$ cat config.mk
export PLATFORM = sky130hd
export DESIGN_NAME = phase_timer
export DESIGN_NICKNAME = d
export VERILOG_FILES = /design/src/rtl/phase_timer.sv
export SDC_FILE = /design/constraint.sdc
export NUM_CORES = 1
export LEC_CHECK = 0
export BUFFER_PORTS_ARGS = -buffer_cell sky130_fd_sc_hd__buf_4
export CORE_UTILIZATION = 63
export CTS_BUF_LIST = sky130_fd_sc_hd__clkbuf_4
export CTS_CLUSTER_DIAMETER = 60
export DETAILED_ROUTE_END_ITERATION = 8
export PLACE_DENSITY = 0.78
export SKIP_CTS_REPAIR_TIMING = 1
export SLEW_MARGIN = 20
export SYNTH_ARGS = -nofsm -noshare
export SYNTH_HDL_FRONTEND = slang
export SYNTH_SLANG_ARGS = --single-unit
$ cat constraint.sdc
create_clock -name clk -period 2.4 [get_ports clk]
set_input_delay 0.12 -clock clk [delete_from_list [all_inputs] [get_ports clk]]
set_output_delay 0.12 -clock clk [all_outputs]
set_load 0.02 [all_outputs]
$ cat src/rtl/phase_timer.sv
// Timing and request front-end for the traffic-light controller: 1 s tick prescaler,
// per-state seconds counter and a synchronised, debounced pedestrian request.
module phase_timer #(
  parameter int unsigned CLK_HZ          = 50_000_000,
  parameter int unsigned DEBOUNCE_CYCLES = 1_000_000,
  parameter int unsigned COUNT_W         = 4
) (
  input  logic               clk,
  input  logic               reset,
  input  logic               ped_button,
  input  logic [1:0]         state_in,
  input  logic               ped_flag,
  output logic               tick,
  output logic [COUNT_W-1:0] count,
  output logic               pedestrian
);

  localparam int unsigned PreW = (CLK_HZ > 1) ? $clog2(CLK_HZ) : 1;
  localparam int unsigned DbW  = (DEBOUNCE_CYCLES > 1) ? $clog2(DEBOUNCE_CYCLES) : 1;

  localparam logic [PreW-1:0]    PreMax   = PreW'(CLK_HZ - 1);
  localparam logic [DbW-1:0]     DbMax    = DbW'(DEBOUNCE_CYCLES - 1);
  localparam logic [COUNT_W-1:0] CountMax = '1;

  logic [PreW-1:0]    prescaler_q, prescaler_d;
  logic               tick_q, tick_d;
  logic [COUNT_W-1:0] count_q, count_d;
  logic [1:0]         state_prev_q, state_prev_d;
  logic [1:0]         sync_q;
  logic [DbW-1:0]     db_cnt_q, db_cnt_d;
  logic               db_level_q, db_level_d;
  logic               db_prev_q;
  logic               pending_q, pending_d;
  logic               ped_rise;
  logic               ped_taken;

  assign tick       = tick_q;
  assign count      = count_q;
  assign pedestrian = pending_q & ~ped_flag;

  // The controller samples the request on the same edge that the registered tick is high.
  assign ped_taken = tick_q & pedestrian;
  assign ped_rise  = db_level_q & ~db_prev_q;

  always_comb begin
    prescaler_d = prescaler_q + 1'b1;
    tick_d      = 1'b0;
    if (prescaler_q == PreMax) begin
      prescaler_d = '0;
      tick_d      = 1'b1;
    end
  end

  always_comb begin
    count_d      = count_q;
    state_prev_d = state_prev_q;
    if (state_in != state_prev_q) begin
      count_d      = '0;
      state_prev_d = state_in;
    end else if (ped_taken) begin
      count_d = '0;
    end else if (tick_q && (count_q != CountMax)) begin
      count_d = count_q + 1'b1;
    end
  end

  // Any return of the synchronised level to the accepted level restarts the stability window.
  always_comb begin
    db_cnt_d   = db_cnt_q;
    db_level_d = db_level_q;
    if (sync_q[1] == db_level_q) begin
      db_cnt_d = '0;
    end else if (db_cnt_q == DbMax) begin
      db_cnt_d   = '0;
      db_level_d = sync_q[1];
    end else begin
      db_cnt_d = db_cnt_q + 1'b1;
    end
  end

  // ped_flag discards everything; a fresh press beats the clearing tick.
  always_comb begin
    pending_d = pending_q;
    if (ped_flag) begin
      pending_d = 1'b0;
    end else if (ped_rise) begin
      pending_d = 1'b1;
    end else if (ped_taken) begin
      pending_d = 1'b0;
    end
  end

  always_ff @(posedge clk or posedge reset) begin
    if (reset) begin
      prescaler_q  <= '0;
      tick_q       <= 1'b0;
      count_q      <= '0;
      state_prev_q <= 2'b00;
      sync_q       <= 2'b00;
      db_cnt_q     <= '0;
      db_level_q   <= 1'b0;
      db_prev_q    <= 1'b0;
      pending_q    <= 1'b0;
    end else begin
      prescaler_q  <= prescaler_d;
      tick_q       <= tick_d;
      count_q      <= count_d;
      state_prev_q <= state_prev_d;
      sync_q       <= {sync_q[0], ped_button};
      db_cnt_q     <= db_cnt_d;
      db_level_q   <= db_level_d;
      db_prev_q    <= db_level_q;
      pending_q    <= pending_d;
    end
  end

endmodule

; Word-level counts from Yosys, hierarchy flattened
; Index checks and enable logic that the tools add are counted.
[classes]
add_sub_neg = 3
n_eq_ne = 5
mux = 10
bitwise = 6
reduce_logical = 4
[op_table]
columns = op, count
row1 = 2-to-1 mux 20 bit, 2
row2 = adder 26 x 1 -> 26 bit (second input constant), 1
row3 = == test 26 bit (second input constant), 1
row4 = 2-to-1 mux 26 bit, 1
row5 = adder 20 x 1 -> 20 bit (second input constant), 1
row6 = == test 20 bit (second input constant), 1
row7 = 2-to-1 mux 4 bit, 3
row8 = nonzero test 3 bit, 2
row9 = adder 4 x 1 -> 4 bit (second input constant), 1
row10 = 2-to-1 mux 1 bit, 4
row11 = inequality test 4 bit (second input constant), 1
row12 = bitwise AND 1 bit, 3
row13 = inverter 1 bit, 3
row14 = inequality test 2 bit, 1
row15 = AND reduction 2 bit, 1
row16 = == test 1 bit, 1
row17 = logical AND 1 bit, 1
[totals]
reg_bits = 58
input_bits = 6
out_inout_bits = 6
elab_cells = 37

; Longest topological paths before layout
[depth]
ltp_word = 6
mapped_depth = 6
ltp_nobuf = 5

; Worst setup path after synthesis
; No wires, ideal clock.
[synth_path]
kind = reg-to-reg
start = register prescaler_q[0]
end = register prescaler_q[22]
setup_time_ns = 0.077
t_arrival_ns = 1.970
required_time_ns = 2.323
slack_ns = 0.353
stages_incl_launch_ff = 7
path_buffers = 1
synth_period_minus_slack_ns = 2.047
cell_sequence = dfrtp_1 > ha_1 > nand4_1 > or4_1 > buf_2 > or4_1 > a21oi_1
[synth_via]
elab_chain_len = 2
word_cells_on_any_way = 3
classes_between = add/sub (1) / eq/ne (1) / mux (1)
[synth_rtl]
columns = element, line
row1 = start: declaration, 25  ; logic [PreW-1:0] prescaler_q, prescaler_d;
row2 = start signal: assignment, 105  ; prescaler_q <= prescaler_d;
row3 = adder 26 x 1 -> 26 bit or == test 26 bit (tied branches), "46, 48"
row4 = 2-to-1 mux 26 bit (*), 48  ; if (prescaler_q == PreMax) begin
row5 = named net prescaler_d[22], 25
; The timed path passes the listed nets; every way through them passes the cells marked *.
; A chain may end at the register's enable or synchronous reset.

; Worst setup path after layout
; Ends and elaborated chain as after synthesis.

==> impl_metrics.json <==
{
  "status": "finished clean",
  "die_area_sq_um": 4590,
  "synth_top_family_by_area": "simple AND/OR/NAND/NOR gates",
  "cts_tree": "built",
  "nNetsFinal": 303,
  "port-buffer-count": 11,
  "viasPerCell": 5.73,
  "maxCapViolCount": 0,
  "synth_seq_area_share_pct": 53.3,
  "power.density_nw_per_um2": 549,
  "ant_nets": 0,
  "tns_ps": 0,
  "crit_path_start_kind": "flip-flop",
  "place.gp.congestion": 0.835,
  "diodes": 0,
  "cts_sinks": 58,
  "finClkSkew_ps": 7.78,
  "async_flop_share_pct": 100,
  "start_util_pct": 66.7,
  "grt_pass1_vias": 1706,
  "period_share_pct": 90.1,
  "cts.path.max_buffers": 2,
  "numCtsBuffers": 9,
  "antenna_found_initial": 0,
  "insertion_delay_ps": 390,
  "synth_nets": 279,
  "ys_types": 35,
  "crit_fanout": 10,
  "synth_ff_type": "dfrtp_1",
  "report.final.slew_viol_count": 0,
  "syn_to_final_growth_pct": 11.7,
  "syn_avg_cell_area_sq_um": 10.1,
  "die_w_um": 67.8,
  "netlist_area_sq_um": 2720,
  "hpwl_um": 3350,
  "arrival_ps": 2480,
  "synth_edf_count": 0,
  "drive_gt1_share_pct": 11.8,
  "muxShareOfSynthArea_pct": 0.413,
  "grt_pass1_wl_um": 7690,
  "crit_type": "flip-flop to flip-flop",
  "synth_fa_ha_area_share_pct": 1.38,
  "core_sq_um": 4090,
  "rsz0062_at_grt": "false",
  "io_pins": 12,
  "wl_per_cell_um": 13.8,
  "final_cell_mix": "dfrtp_1, nor2_1, a21oi_1, nand3_1",
  "dr.pass1.iters": 4,
  "fillerInstances": 290,
  "cts-root-buf": "clkbuf_4",
  "setup_violations": 0,
  "leakage_nw": 1.31,
  "ys_warn_count": 0,
  "hold_class": "primary input to async pin",
  "maxSlewHeadroom_pct": 70.8,
  "ys_ff_latch": 58,
  "critPathCaptureType": "flip-flop",
  "crit_required_ps": 2720,
  "num_rows": 23,
  "max-vdd-ir-drop_uv": 356,
  "tightest_slew_ps": 435,
  "synth_compound_area_share_pct": 8.36,
  "synthSimpleGateAreaFrac_pct": 24.3,
  "clkSlewWorstSetupHoldPaths_ps": 90,
  "htreeDepth": 3,
  "hold_viol": 0,
  "drc_errors": 0,
  "synth_xor_area_share_pct": 9.65,
  "die-height_um": 67.8,
  "drt_iter0_drc": 69,
  "grt_max_degree": 23,
  "vias": 1989,
  "max_freq_mhz": 463,
  "layout_commonest_cell": "dfrtp_1",
  "whs_ps": 247,
  "period_minus_slack_ps": 2160,
  "wl_um": 4780,
  "track_usage_pct": 23.9,
  "syn_inst": 270,
  "overflow": 0
}
[per-layer routing]
metal | global-route usage (%) | vias to the layer above | wire length, um
met5 | 0 | - | 0
met4 | 12.5 | 0 | 68
met3 | 6.59 | 7 | 151
met2 | 34.7 | 24 | 2210
met1 | 32.4 | 945 | 2350
li1 | - | 1013 | -
[metrics by stage]
stage / total power [W] / instance area [sq um] / cells / worst slack (ps) / util (%)
after floorplan: 0.00104 / 2720 / 270 / 353 / -
after global placement: 0.00106 / 2880 / 328 / 304 / 70.4
after detailed placement: 0.00106 / 2880 / 328 / 239 / 70.4
after CTS: 0.00168 / 2990 / 342 / 234 / 73.2
after global routing: 0.00174 / 3040 / 347 / 142 / 74.4
final: 0.00167 / 3040 / 347 / 238 / 74.4
[where the power goes]
part / leakage, nW / total (W) / switching (W) / internal (W)
logic: 0.459 / 0.0000554 / 0.0000345 / 0.0000209
clock network: 0.0665 / 0.000625 / 0.000329 / 0.000296
registers: 0.784 / 0.000990 / 0.00000580 / 0.000984
total: 1.31 / 0.00167 / 0.000369 / 0.00130
[layout make-up]
type,instances,area (sq um),area share [%]
clock buffer,9,67.6,2.22
clock inverter,5,47.5,1.56
inverter,9,33.8,1.11
multi-input combinational,195,1210,39.7
sequential,58,1450,47.7
tap,50,62.6,2.06
timing repair buffer,21,170,5.59
[sequential cells by signal (all words and copies together), names as in the netlist]
signal and cells:
db_cnt_q 20, pending_q 1, db_prev_q 1, sync_q 2, count 4, prescaler_q 26
tick 1, state_prev_q 2, db_level_q 1
[worst paths after layout]
check | slack, ps | to | cells past startpoint | from
worst max-delay path | 240 | prescaler_q[22] | 5 | prescaler_q[0]
worst min-delay path | 250 | count[3] | 3 | reset
worst max register to register | 240 | prescaler_q[22] | 5 | prescaler_q[0]
worst min register to register | 350 | sync_q[1] | 0 | sync_q[0]
max in group asynchronous | 1560 | prescaler_q[20] | 4 | reset
min in group clk | 350 | sync_q[1] | 0 | sync_q[0]
[synth_stat cells, drive strengths merged, types with 2 or more instances]
cell type,instances,area (sq um)
nand4,9,56.3
buf,3,17.5
nor3,7,35.0
xor2,18,158
nor4bb,2,20.0
and3,4,25.0
nor4,5,31.3
nor2,25,93.8
ha,3,37.5
inv,9,33.8
nand3,20,100
nand2,18,67.6
or4,10,75.1
and4,3,26.3
xnor2,12,105
o21ai,9,48.8
and2,2,12.5
o31ai,8,60.1
or3,8,50.1
clkbuf,5,18.8
nand2b,2,12.5
dfrtp,58,1450
a21oi,20,100
[worst max-delay path, stage by stage (launching register included)]
cell and delay [ps]:
dfrtp_1 390, ha_1 220, nand4_1 120, or4_1 680, or4_1 520, a21oi_1 150
[cell families after synthesis]
family          count (synthesis)
simple gates                  122
flops                          58
compound gates                 39
xor+xnor                       30
buf+inv                        17
fa+ha+maj                       3
mux                             1
No activity file was read; power rests on OpenSTA's default activity.
